$ cat config.mk
export PLATFORM = sky130hd
export DESIGN_NAME = pipeline_controller
export DESIGN_NICKNAME = d
export VERILOG_FILES = /design/src/rtl/cpu_ctrl_pkg.sv /design/src/rtl/sat_counter.sv /design/src/rtl/pipeline_controller.sv
export SDC_FILE = /design/constraint.sdc
export NUM_CORES = 1
export LEC_CHECK = 0
export BUFFER_PORTS_ARGS = -buffer_cell sky130_fd_sc_hd__buf_2
export CAP_MARGIN = 20
export CORE_AREA = 2 2 71 73
export CTS_CLUSTER_DIAMETER = 120
export CTS_CLUSTER_SIZE = 20
export DETAILED_ROUTE_END_ITERATION = 8
export DIE_AREA = 0 0 73 75
export PLACE_DENSITY = 0.74
export SETUP_SLACK_MARGIN = 0.1
export SLEW_MARGIN = 20
export SYNTH_ARGS = -nofsm -noshare
export SYNTH_HDL_FRONTEND = slang
export SYNTH_HIERARCHICAL = 1
export SYNTH_SLANG_ARGS = --single-unit
$ cat constraint.sdc
create_clock -name clk -period 2 [get_ports clk]
set_clock_uncertainty 0.1 [all_clocks]
set_input_delay 0.4 -clock clk [delete_from_list [all_inputs] [get_ports clk]]
set_output_delay 0.4 -clock clk [all_outputs]
set_load 0.1 [all_outputs]
$ cat src/rtl/cpu_ctrl_pkg.sv
`default_nettype none
// ============================================================================
//  Module      : cpu_ctrl_pkg
//  Description : Shared definitions for the pipeline control slice of the
//                16-bit core: sequencer state encoding and the default
//                widths of the register specifier and event counters.
//  Revision    : 1.0  initial release
// ============================================================================
package cpu_ctrl_pkg;

    // Default register-specifier width (8 architectural registers).
    localparam int c_reg_addr_w = 3;

    // Default width of the debug event counters.
    localparam int c_cnt_w = 16;

    // Pipeline sequencer states.
    typedef enum logic [1:0] {
        ST_RUN          = 2'd0,
        ST_BRANCH_FLUSH = 2'd1,
        ST_MEM_WAIT     = 2'd2,
        ST_HALTED       = 2'd3
    } state_t;

endpackage : cpu_ctrl_pkg
`default_nettype wire

$ cat src/rtl/sat_counter.sv
`default_nettype none
// ============================================================================
//  Module      : sat_counter
//  Description : Up-counter that increments by one on each enabled cycle and
//                holds at all-ones instead of wrapping.
//  Revision    : 1.0  initial release
//
//  Ports
//    clk    in   1      counting clock, rising edge
//    rst_n  in   1      asynchronous active-low clear
//    inc    in   1      increment request for this cycle
//    count  out  WIDTH  current count value
// ============================================================================
module sat_counter #(
    parameter int WIDTH = 16
) (
    input  logic             clk,
    input  logic             rst_n,
    input  logic             inc,
    output logic [WIDTH-1:0] count
);

    localparam logic [WIDTH-1:0] c_max = {WIDTH{1'b1}};
    localparam logic [WIDTH-1:0] c_one = {{(WIDTH-1){1'b0}}, 1'b1};

    logic [WIDTH-1:0] r_count;

    always_ff @(posedge clk or negedge rst_n) begin
        if (!rst_n) begin
            r_count <= '0;
        end else if (inc && (r_count != c_max)) begin
            r_count <= r_count + c_one;
        end
    end

    assign count = r_count;

endmodule : sat_counter
`default_nettype wire

$ cat src/rtl/pipeline_controller.sv
`default_nettype none
// ============================================================================
//  Module      : pipeline_controller
//  Description : Central sequencer for the IF/ID, ID/EX, EX/MEM and MEM/WB
//                stage buffers and the PC. Resolves hazard sources into
//                per-buffer write enables, registered active-low flushes and
//                the ID/EX bubble select, and keeps saturating stall/flush
//                event counters for the debug port.
//  Revision    : 1.0  initial release
//
//  Ports
//    clk               in   1           core clock, rising edge
//    reset             in   1           asynchronous active-low reset
//    memBusy           in   1           data memory access still pending
//    branchTaken       in   1           EX resolved a taken branch/jump
//    idexMemRead       in   1           ID/EX instruction is a load
//    idexRd            in   REG_ADDR_W  ID/EX destination register
//    ifidRs            in   REG_ADDR_W  IF/ID source 1
//    ifidRt            in   REG_ADDR_W  IF/ID source 2
//    ifidUsesRt        in   1           IF/ID instruction reads ifidRt
//    haltRetired       in   1           HALT is in MEM/WB
//    pcWriteEnable     out  1           PC load enable
//    *WriteEnable      out  1 each      stage buffer write enables
//    *Flush_n          out  1 each      registered active-low buffer clears
//    idexBubble        out  1           zero control fields at ID/EX input
//    halted            out  1           core stopped (sticky until reset)
//    stallCount        out  CNT_W       saturating stalled-cycle count
//    flushCount        out  CNT_W       saturating branch-flush count
// ============================================================================
module pipeline_controller
    import cpu_ctrl_pkg::*;
#(
    parameter int REG_ADDR_W = c_reg_addr_w,
    parameter int CNT_W      = c_cnt_w
) (
    input  logic                  clk,
    input  logic                  reset,
    input  logic                  memBusy,
    input  logic                  branchTaken,
    input  logic                  idexMemRead,
    input  logic [REG_ADDR_W-1:0] idexRd,
    input  logic [REG_ADDR_W-1:0] ifidRs,
    input  logic [REG_ADDR_W-1:0] ifidRt,
    input  logic                  ifidUsesRt,
    input  logic                  haltRetired,
    output logic                  pcWriteEnable,
    output logic                  ifidWriteEnable,
    output logic                  idexWriteEnable,
    output logic                  exmemWriteEnable,
    output logic                  memwbWriteEnable,
    output logic                  ifidFlush_n,
    output logic                  idexFlush_n,
    output logic                  exmemFlush_n,
    output logic                  memwbFlush_n,
    output logic                  idexBubble,
    output logic                  halted,
    output logic [CNT_W-1:0]      stallCount,
    output logic [CNT_W-1:0]      flushCount
);

    state_t r_state;
    state_t w_next_state;

    logic r_ifid_flush_n;
    logic r_idex_flush_n;
    logic r_exmem_flush_n;
    logic r_memwb_flush_n;
    logic r_halted;

    logic w_load_use;
    logic w_in_flush;
    logic w_pc_we;
    logic w_ifid_we;
    logic w_idex_we;
    logic w_exmem_we;
    logic w_memwb_we;
    logic w_bubble;
    logic w_take_branch;
    logic w_stall_inc;

    // Load in ID/EX writes a register that the IF/ID instruction reads.
    // Register 0 is hard-wired, so a load to it never creates a hazard.
    assign w_load_use = idexMemRead && (idexRd != '0) &&
                        ((idexRd == ifidRs) || (ifidUsesRt && (idexRd == ifidRt)));

    // In BRANCH_FLUSH the IF/ID and ID/EX slots hold wrong-path instructions,
    // so branch and load-use indications from them are not trusted.
    assign w_in_flush = (r_state == ST_BRANCH_FLUSH);

    // Hazard resolution. RUN and MEM_WAIT share the same priority list:
    // a MEM_WAIT cycle with memBusy still high lands on the memBusy branch
    // and simply stays in MEM_WAIT.
    always_comb begin
        w_pc_we       = 1'b1;
        w_ifid_we     = 1'b1;
        w_idex_we     = 1'b1;
        w_exmem_we    = 1'b1;
        w_memwb_we    = 1'b1;
        w_bubble      = 1'b0;
        w_take_branch = 1'b0;
        w_next_state  = ST_RUN;

        if (r_state == ST_HALTED) begin
            w_pc_we      = 1'b0;
            w_ifid_we    = 1'b0;
            w_idex_we    = 1'b0;
            w_exmem_we   = 1'b0;
            w_memwb_we   = 1'b0;
            w_next_state = ST_HALTED;
        end else if (haltRetired) begin
            w_pc_we      = 1'b0;
            w_ifid_we    = 1'b0;
            w_idex_we    = 1'b0;
            w_exmem_we   = 1'b0;
            w_memwb_we   = 1'b0;
            w_next_state = ST_HALTED;
        end else if (memBusy) begin
            w_pc_we      = 1'b0;
            w_ifid_we    = 1'b0;
            w_idex_we    = 1'b0;
            w_exmem_we   = 1'b0;
            w_memwb_we   = 1'b0;
            w_next_state = ST_MEM_WAIT;
        end else if (branchTaken && !w_in_flush) begin
            // Let the branch target load; the wrong-path slots are cleared
            // by the registered flushes during the following cycle.
            w_take_branch = 1'b1;
            w_next_state  = ST_BRANCH_FLUSH;
        end else if (w_load_use && !w_in_flush) begin
            // Hold PC and IF/ID for one cycle, push a bubble into ID/EX.
            w_pc_we   = 1'b0;
            w_ifid_we = 1'b0;
            w_bubble  = 1'b1;
        end
    end

    // Sequencer state and registered (glitch-free) flush/halt outputs.
    // Reset pulls every flush low so all buffers stay clear while reset is
    // asserted. The front-end flushes go low for exactly the cycle after a
    // taken branch; the back-end flushes only ever follow reset.
    always_ff @(posedge clk or negedge reset) begin
        if (!reset) begin
            r_state         <= ST_RUN;
            r_ifid_flush_n  <= 1'b0;
            r_idex_flush_n  <= 1'b0;
            r_exmem_flush_n <= 1'b0;
            r_memwb_flush_n <= 1'b0;
            r_halted        <= 1'b0;
        end else begin
            r_state         <= w_next_state;
            r_ifid_flush_n  <= !w_take_branch;
            r_idex_flush_n  <= !w_take_branch;
            r_exmem_flush_n <= 1'b1;
            r_memwb_flush_n <= 1'b1;
            r_halted        <= (w_next_state == ST_HALTED);
        end
    end

    // A frozen PC outside HALTED is a stalled cycle.
    assign w_stall_inc = !w_pc_we && (r_state != ST_HALTED);

    sat_counter #(
        .WIDTH (CNT_W)
    ) u_stall_cnt (
        .clk   (clk),
        .rst_n (reset),
        .inc   (w_stall_inc),
        .count (stallCount)
    );

    sat_counter #(
        .WIDTH (CNT_W)
    ) u_flush_cnt (
        .clk   (clk),
        .rst_n (reset),
        .inc   (w_take_branch),
        .count (flushCount)
    );

    assign pcWriteEnable    = w_pc_we;
    assign ifidWriteEnable  = w_ifid_we;
    assign idexWriteEnable  = w_idex_we;
    assign exmemWriteEnable = w_exmem_we;
    assign memwbWriteEnable = w_memwb_we;
    assign idexBubble       = w_bubble;
    assign ifidFlush_n      = r_ifid_flush_n;
    assign idexFlush_n      = r_idex_flush_n;
    assign exmemFlush_n     = r_exmem_flush_n;
    assign memwbFlush_n     = r_memwb_flush_n;
    assign halted           = r_halted;

endmodule : pipeline_controller
`default_nettype wire

==> results of run 1 <==
## final cells by class
type | instances | area (um^2) | area share (%)
multi-input combinational | 135 | 1249 | 41.51
sequential | 37 | 1006 | 33.44
timing repair buffer | 77 | 538.0 | 17.89
clock buffer | 5 | 68.82 | 2.288
tap | 54 | 67.56 | 2.246
clock inverter | 3 | 65.06 | 2.163
inverter | 2 | 13.76 | 0.4576
## timing repair
item	4_1_cts	5_1_grt
setup buffers	4	2
pin swaps	6	7
hold buffers	0	0
resized for setup	22	18
endpoints found under the setup margin	26	36
## metal layers
layer  vias up  part of all wire (%)  track usage (%)
met1       869                    45            23.71
met3         9                   4.3            3.748
met4         0                   1.9            8.230
met5         -                     0                0
li1        840                     -                -
met2        57                    49            30.83
## registers in the layout (all words and copies together) (netlist names)
register / count
r_state: 2
halted: 1
memwbFlush_n: 1
idexFlush_n: 1
u_stall_cnt/count: 16
u_flush_cnt/count: 16
## final timing paths
kind	slack, ns	to	depth (start not counted)	from
max in group asynchronous	1.39	u_stall_cnt/count[11]	2	reset
setup / recovery	-0.14	ifidWriteEnable	6	r_state[0]
hold / removal	0.03	u_flush_cnt/count[13]	2	reset
setup reg to reg	-0.07	u_stall_cnt/count[15]	9	r_state[0]
hold reg to reg	0.42	u_flush_cnt/count[4]	1	u_flush_cnt/count[4]
min in group clk	0.26	idexFlush_n	2	memBusy
## kinds of logic (layout without fill, tap and decap cells)
| logic type | after synthesis | count (layout) | share of synthesized area (%) |
|---|---|---|---|
| fa+ha+maj | 2 | 2 | 1.216 |
| flops | 37 | 37 | 45.01 |
| other cells | 1 | 1 | 0.1823 |
| buf+inv | 7 | 87 | 2.190 |
| compound gates | 33 | 33 | 12.23 |
| xor+xnor | 20 | 20 | 8.516 |
| mux | 2 | 2 | 1.095 |
| simple gates | 77 | 77 | 29.56 |
## power by group
part	leakage (nW)	switching (mW)	internal [mW]
clock	0.0681	0.277	0.495
combinational	0.939	0.0520	0.0280
sequential	0.435	0.000393	0.748
## worst max-delay path, stage by stage (launching register included)
cell and delay, ns:
dfrtp_1 0.39, nor2b_4 0.13, nor4b_2 0.26, o21ai_2 0.09
buf_4 0.15, and2_4 0.15, buf_12 0.16
## Yosys cell counts (2+ instances only)
cell type  count
xnor2_1       13
a31oi_1        6
nor3_2         3
xor2_1         7
nand2_1       10
buf_4          5
nor2_2         2
and4_4         3
nand3_4        2
o21a_1        10
a21oi_1        6
and4_1         2
nand3_1       10
nand4_4        2
nor2_1         6
o21ai_0        2
mux2_1         2
nand2b_1       2
and3_1         4
nor4_4         4
and4b_1        2
o31ai_4        2
and4_2         2
nand4_2        2
nand4_1       16
o211ai_1       2
ha_1           2
a32oi_1        2
dfrtp_1       37
## through the flow
| stage | setup TNS (ns) | utilization (%) | setup slack [ns] | area (um^2) |
|---|---|---|---|---|
| after floorplan | -1.092 | - | -0.1557 | 2168 |
| after global placement | -1.309 | 57.15 | -0.1771 | 2664 |
| after detailed placement | -2.020 | 57.15 | -0.2272 | 2664 |
| after CTS | -0.5372 | 62.55 | -0.1359 | 2915 |
| after global routing | -2.588 | 64.54 | -0.2242 | 3008 |
| final | -0.5908 | 64.54 | -0.1385 | 3008 |
==> results by group, run 1 <==
Drt
  – Via count: 1,775
  – DR WL/cell: 16.42 um
  – Via density: 5.671
  – Residual DRC: 0
  – Drt total wl: 5138 um
  – DR pass1 iterations: 4
  – Antenna-violating nets left: 0
  – Initial DRC count: 63

Power and ir drop
  – IR drop worst, VDD: 0.3784 mV
  – Power Dens Cells: 532.1 nW/um^2
  – Tot Pwr: 1.600 mW
  – Leak: 1.442 nW

Clock network
  – TritonCTS Buffers: 5
  – Clock edge transition at the registers on the reported setup and hold paths: 0.08 ns
  – CTS root buffer: clkbuf_8
  – Worst skew pair latency: 0.30 ns
  – Sink Count: 37
  – CTS tree: done
  – H-tree depth: 2
  – CTS Buffer Depth: 2

Critical path
  – Kind of critical path: reg2out
  – Crit-path max FO: 2
  – Critical path arrival: 1.64 ns
  – Critical path startpoint category: register
  – Req. time, crit path: 1.50 ns
  – Critical Path Sink Type: output pin

STA
  – Crit path setup slack, layout: -0.1385 ns
  – Final-report hold violation count: 0
  – RSZ-0062 raised after global routing: yes
  – Tmin final: 2.139 ns
  – Setup violators final: 9
  – Max-slew violations: 0
  – Fin Hold WS: 0.03406 ns
  – Tcrit/Tclk final: 106.9%
  – Max Clk Rate: 0.4676 GHz

Final layout
  – # fillers: 370
  – Commonest non-fill, non-tap cell in the layout: buf_2
  – Synth-to-Final Area Change: 46.23%
  – Share of layout cells above drive strength 1: 64.48%
  – NumNets Final: 276
  – Number of diodes: 0
  – Fin cells: 313
  – Most frequent cells in the layout: buf_2, nand4_1, dfrtp_4, dfrtp_2, buf_4

Status
  – Status: complete, but fails checks
  – Failing checks: negative setup slack

Floorplan
  – Die Area: 5475 um^2
  – IO Count: 59
  – Die Wd: 73 um
  – Core area: 4661 um^2
  – Initial core utilization: 44.13%
  – Row Count: 25
  – Die H: 75 um

Synthesis
  – Synth warnings: 6
  – Main synth FF type: dfrtp_1
  – Asr flop ratio synth: 100.0%
  – Count of cell types in the netlist: 40
  – Synth Register Bits: 37
  – Post-synth top area cell: dfrtp_1
  – Syn nets: 197
  – Number of synthesized flops with an enable pin: 0
  – Top cell type's share of synthesized area: 45.01%
  – Syn Std Cell Area: 2057 um^2
  – Mean Syn Cell Area: 11.49 um^2
  – Seq/Total Area, Yosys: 45.01%
  – Top cells by area, synth: dfrtp_1, xnor2_1, nand4_1
  – Post-Syn Instances: 179

Placement
  – Buffers on Ports: 58
  – GPL Wtd Cong: 0.7839
  – DP HPWL: 3375 um
  – Inst Count DP: 299

Global route
  – Initial antenna violation count: 0
  – Vias in the first global route: 1,638
  – GRT Resource Usage Total: 18.61%
  – First-pass GRT wire length: 7672 um
  – Grt ovf: 0
  – Largest net degree at the start of global routing: 38

Min path
  – HP Class: in2async

Run
  – Total of max-cap violations: 0
No activity file was read; power rests on OpenSTA's default activity.
==> run 2: changes to the inputs <==
Settings changed: GPL_TIMING_DRIVEN from default to 0.
==> run 2 against run 1 <==
The flow still finishes with violations (negative setup slack). First-iteration DRC count up 110%. Worst hold slack gained 0.073 ns. Setup slack worse by 0.075 ns. Sequential share of layout area up 0.24 points. Fmax down 3.4%. Via count shrank 2.1%. Power shrank 6.3%. Sequential cell count stayed put. Global-route usage fell by 1.0 points. Largest cell class unchanged.
==> results by group, run 2 (synthesized netlist as in run 1, its figures left out) <==
Floorplan
  – Row Count: 25
  – Die Wd: 73 um
  – Initial core utilization: 44.13%
  – Core area: 4661 um^2
  – Die Area: 5475 um^2
  – Die H: 75 um
  – IO Count: 59

STA
  – Max Clk Rate: 0.4517 GHz
  – Worst-Margin Slew: 0.8160 ns
  – Max-slew violations: 0
  – Final-report hold violation count: 0
  – Max-slew headroom: 45.60%
  – Tcrit/Tclk final: 110.7%
  – TNS Setup: -1.572 ns
  – Crit path setup slack, layout: -0.2139 ns
  – Setup violators final: 15
  – RSZ-0062 raised after global routing: yes
  – Tmin final: 2.214 ns

Min path
  – HP Class: in2async

Run
  – Total of max-cap violations: 0

Critical path
  – CP Capture Point: pcWriteEnable
  – Worst Setup SP: r_state[0]
  – Reg2Reg Depth: 9
  – Critical path arrival: 1.71 ns
  – Critical Path Sink Type: output pin
  – Reg2Reg Setup Slack: -0.20 ns
  – Kind of critical path: reg2out
  – Crit Reg-Reg Endpoint: u_stall_cnt/count[14]
  – Req. time, crit path: 1.50 ns
  – FF-to-FF Start: r_state[0]
  – Critical path startpoint category: register
  – Crit-path max FO: 3

Power and ir drop
  – Psw: 0.3194 mW
  – Clk pwr share: 44.9%
  – Internal: 1.181 mW
  – IR drop worst, VDD: 0.3560 mV
  – Switching share of power: 21.29%
  – Comb pwr share: 5.2%
  – Register share of total power: 49.9%
  – Leak: 1.414 nW
  – Power Dens Cells: 502.2 nW/um^2

Drt
  – Antenna-violating nets left: 0
  – Drt total wl: 4746 um
  – Via density: 5.500
  – DR pass1 iterations: 4
  – DR WL/cell: 15.02 um
  – Via count: 1,738
  – Initial DRC count: 134
  – Residual DRC: 0

Global route
  – GRT Resource Usage Total: 17.59%
  – Largest net degree at the start of global routing: 38
  – Grt ovf: 0
  – First-pass GRT wire length: 7403 um
  – Vias in the first global route: 1,577
  – Initial antenna violation count: 0

Final layout
  – Commonest non-fill, non-tap cell in the layout: buf_2
  – FF+latch area: 1006 um^2
  – NumNets Final: 279
  – Number of diodes: 0
  – Share of layout cells above drive strength 1: 62.21%
  – Fin area: 2987 um^2
  – Synth-to-Final Area Change: 45.19%
  – Footprint of the multi-input gates: 1207 um^2
  – # fillers: 361
  – Most frequent cells in the layout: buf_2, buf_4, nand4_1, dfrtp_4, dfrtp_2

Clock network
  – CTS tree: done
  – TritonCTS Buffers: 5
  – CTS Buffer Depth: 2
  – CTS root buffer: clkbuf_8
  – Worst skew pair latency: 0.29 ns
  – Clock edge transition at the registers on the reported setup and hold paths: 0.08 ns
  – Hold Buf Count CTS: 0
  – H-tree depth: 2
  – Sink Count: 37

Status
  – Status: complete, but fails checks
  – Failing checks: negative setup slack

Placement
  – Buffers on Ports: 58
  – Placement Cell Area: 2526 um^2
  – DP HPWL: 3174 um
  – GPL Wtd Cong: 0.7771
==> run 2: changes by cell type in the layout (fill, tap and decap cells not counted), sizes merged <==
cell      before  now
inv            1    0
clkbuf         5    6
bufinv         2    1
buf           77   80
clkinvlp       1    2
==> run 2: final cells by class <==
type,count,share of cell area [%]
Tap cell,54,2.262
Timing Repair Buffer,75,17.39
Sequential cell,37,33.68
Buffer,5,1.676
Clock buffer,6,2.765
Multi-Input combinational cell,135,40.43
Clock inverter,2,1.257
Inverter,2,0.5446
==> run 2: what timing repair did <==
item / in CTS / in global routing
gates resized for setup: 43 / 14
endpoints found under the setup margin: 24 / 31
buffers inserted: 11 / 6
endpoints found under the hold margin: 0 / 0
pin swaps: 9 / 13
==> run 2: per-layer routing <==
layer	wire (um)	vias up	GRT usage (%)	share of wire, %
met5	0	-	0	0
met4	60	0	6.790	1.3
met3	207	5	3.347	4.4
met2	2325	50	27.83	49
met1	2153	839	24.06	45
li1	-	844	-	-
==> run 2: power groups by stage <==
stage               combinational (mW)  clock, mW  sequential (mW)
finish                          0.0787      0.673            0.748
global placement                0.0734          0            0.764
detailed placement              0.0742          0            0.764
floorplan                       0.0279          0            0.772
CTS                             0.0772      0.694            0.748
global route                    0.0862      0.722            0.748
==> run 2: worst min-delay path by stage <==
| stage | start | to | slack [ns] |
|---|---|---|---|
| final | reset | u_flush_cnt/count[10] | 0.11 |
| after global routing | reset | u_flush_cnt/count[11] | 0.17 |
| after CTS | reset | u_flush_cnt/count[12] | 0.13 |
| after detailed placement | u_stall_cnt/count[4] | u_stall_cnt/count[4] | 0.41 |
| after global placement | u_flush_cnt/count[4] | u_flush_cnt/count[4] | 0.41 |
| after floorplan | reset | halted | 0.004 |
==> run 2: critical path, cell delays in order, from the launching register on <==
cell and delay (ns):
dfrtp_1 0.38, nor2b_4 0.13, nor4b_4 0.25, o21ai_2 0.10, buf_4 0.14, and2_4 0.15, buf_12 0.12, buf_12 0.15
==> run 2: per-stage QoR <==
stage                     hold slack (ns)  power (mW)  instances  util (%)  setup slack, ns
after global routing               0.1694       1.556        316     64.08          -0.3054
after CTS                          0.1331       1.519        310     62.04          -0.1330
after global placement             0.4101      0.8377        291     54.20          -0.4392
after floorplan                  0.004409      0.8000        179         -          -0.1557
final                              0.1072       1.500        316     64.08          -0.2139
after detailed placement           0.4114      0.8386        291     54.20          -0.4328
==> run 3: changes to the inputs <==
Settings changed: CORE_AREA 2 2 71 73 to 2 2 94 96, DIE_AREA 0 0 73 75 to 0 0 96 98, PLACE_DENSITY 0.74 to 0.47.
==> run 3 against run 2 <==
The flow still finishes with violations (negative setup slack). Die area grew 72%. Sequential cell count is the same. Setup slack gained 0.043 ns. Combinational power shrank 2%. Critical path depth shrank 1. Core utilization shrank 29 points.
==> results by group, run 3 (synthesized netlist as in run 1, its figures left out) <==
Status
  – Status: complete, but fails checks
  – Failing checks: negative setup slack

Critical path
  – Reg2Reg Setup Slack: -0.12 ns
  – Kind of critical path: reg2out
  – Reg2Reg Depth: 9
  – Slowest Stage Delay on Critical Path: 0.39 ns
  – Crit Reg-Reg Endpoint: u_stall_cnt/count[7]
  – Critical Path Sink Type: output pin
  – Critical path arrival: 1.67 ns
  – CP Capture Point: pcWriteEnable
  – Critical path startpoint category: register
  – Worst Setup SP: r_state[0]
  – Crit-path max FO: 3
  – Req. time, crit path: 1.50 ns
  – CP Cell Sequence: nor2b_4 -> nor4b_4 -> o21ai_2 -> and2_4 -> buf_12 -> buf_12
  – FF-to-FF Start: r_state[0]
  – Cell mode on critical path: buf_12
  – Critical-path top delay cell: dfrtp_1

Placement
  – DP Worst Slack: -0.5337 ns
  – GPL Wtd Cong: 0.7035
  – DP HPWL: 3588 um
  – Placement Cell Area: 2594 um^2
  – Inst Count DP: 345
  – Buffers on Ports: 58

STA
  – Worst-Margin Slew: 0.8571 ns
  – Max-slew headroom: 42.86%
  – RSZ-0062 raised after global routing: yes
  – Setup violators final: 11
  – Fin Hold WS: 0.1136 ns
  – Crit path setup slack, layout: -0.1710 ns
  – Max-slew violations: 0
  – TNS Setup: -0.8215 ns
  – Tmin final: 2.171 ns
  – Max Clk Rate: 0.4606 GHz
  – Final-report hold violation count: 0
  – Tcrit/Tclk final: 108.6%

Floorplan
  – Core area: 8466 um^2
  – Die H: 98 um
  – Die Area: 9408 um^2
  – IO Count: 59
  – Row Count: 34
  – Initial core utilization: 24.30%
  – Die Wd: 96 um

Drt
  – DR WL/cell: 13.79 um
  – Top Layer Used: met4
  – Drt total wl: 5047 um
  – Via count: 1,722
  – Residual DRC: 0
  – DR pass1 iterations: 4
  – Routed wl met2: 2414 um
  – WL met1: 2276 um
  – Antenna-violating nets left: 0
  – Via density: 4.705
  – Initial DRC count: 58
  – Met3 wire length: 271 um

Clock network
  – Sink Count: 37
  – Worst skew pair latency: 0.29 ns
  – H-tree depth: 2
  – TritonCTS Buffers: 5
  – CTS Buffer Depth: 2
  – CTS tree: done
  – CTS root buffer: clkbuf_8
  – Clock edge transition at the registers on the reported setup and hold paths: 0.08 ns

Final layout
  – Synth-to-Final Area Change: 45.80%
  – Footprint of the multi-input gates: 1222 um^2
  – Fin area: 2999 um^2
  – Commonest non-fill, non-tap cell in the layout: buf_2
  – Share of layout cells above drive strength 1: 62.79%
  – Number of diodes: 0
  – Most frequent cells in the layout: buf_2, nand4_1, dfrtp_4, dfrtp_2, buf_4
  – # fillers: 852
  – Fin cells: 366
  – FF+latch area: 1006 um^2
  – NumNets Final: 275
  – Core Util, Final: 35.43%

Power and ir drop
  – Power Dens Cells: 501.3 nW/um^2
  – Internal: 1.179 mW
  – Register share of total power: 49.8%
  – IR drop worst, VDD: 0.3532 mV
  – Tot Pwr: 1.503 mW
  – Psw: 0.3245 mW
  – Switching share of power: 21.58%
  – Clk pwr share: 45.1%
  – Leak: 1.399 nW
  – Comb pwr share: 5.2%

Global route
  – GRT Resource Usage Total: 11.04%
  – Largest net degree at the start of global routing: 38
  – First-pass GRT wire length: 8128 um
  – Vias in the first global route: 1,649
  – Initial antenna violation count: 0
  – Grt ovf: 0

Run
  – Total of max-cap violations: 0

Min path
  – HP Class: in2async
[run 3: cell count changes in the layout (fill, tap and decap cells not counted), sizes merged]
cell    change
buf         -4
clkinv      -1
inv         +1
[run 3: worst max-delay path, delay by kind of cell (launching register included)]
kind	cells	cell delay (ns)
AOI/OAI and AO/OA	1	0.14
buffers and inverters	2	0.27
DFF	1	0.39
and+or+nand+nor	3	0.59
[run 3: worst min path at each step]
stage	from	slack (ns)	endpoint
2_1_floorplan	reset	0.004	halted
3_3_place_gp	u_stall_cnt/count[4]	0.42	u_stall_cnt/count[4]
3_5_place_dp	u_stall_cnt/count[4]	0.42	u_stall_cnt/count[4]
4_1_cts	reset	0.15	u_flush_cnt/count[14]
5_1_grt	reset	0.20	u_flush_cnt/count[14]
6_report	reset	0.11	u_flush_cnt/count[14]
[run 3: layout make-up]
type / count / area share (%)
well taps: 108 / 4.506
clock buffers: 6 / 2.753
flip-flops and latches: 37 / 33.54
clock inverters: 2 / 1.252
multi-input cells: 135 / 40.76
inverters: 2 / 0.4589
plain buffers: 5 / 1.669
repair buffers: 71 / 15.06
[run 3: routing by layer]
metal  GRT usage, %  vias up
li1               -      837
met1          15.14      830
met2          16.88       49
met3          2.315        6
met4          4.286        0
met5              0        -
[run 3: what timing repair did]
action,in CTS,in global routing
endpoints found under the setup margin,27,30
cloned,0,0
buffers inserted,8,7
hold buffers,0,0
pin swaps,14,9
gates resized for setup,35,16
hold endpoints to repair,0,0
[run 3: power groups by stage]
stage	clock network [mW]	logic [mW]	registers (mW)
after detailed placement	0	0.0761	0.764
after global placement	0	0.0758	0.764
after floorplan	0	0.0279	0.772
after global routing	0.733	0.0862	0.748
final	0.678	0.0775	0.748
after CTS	0.711	0.0775	0.748
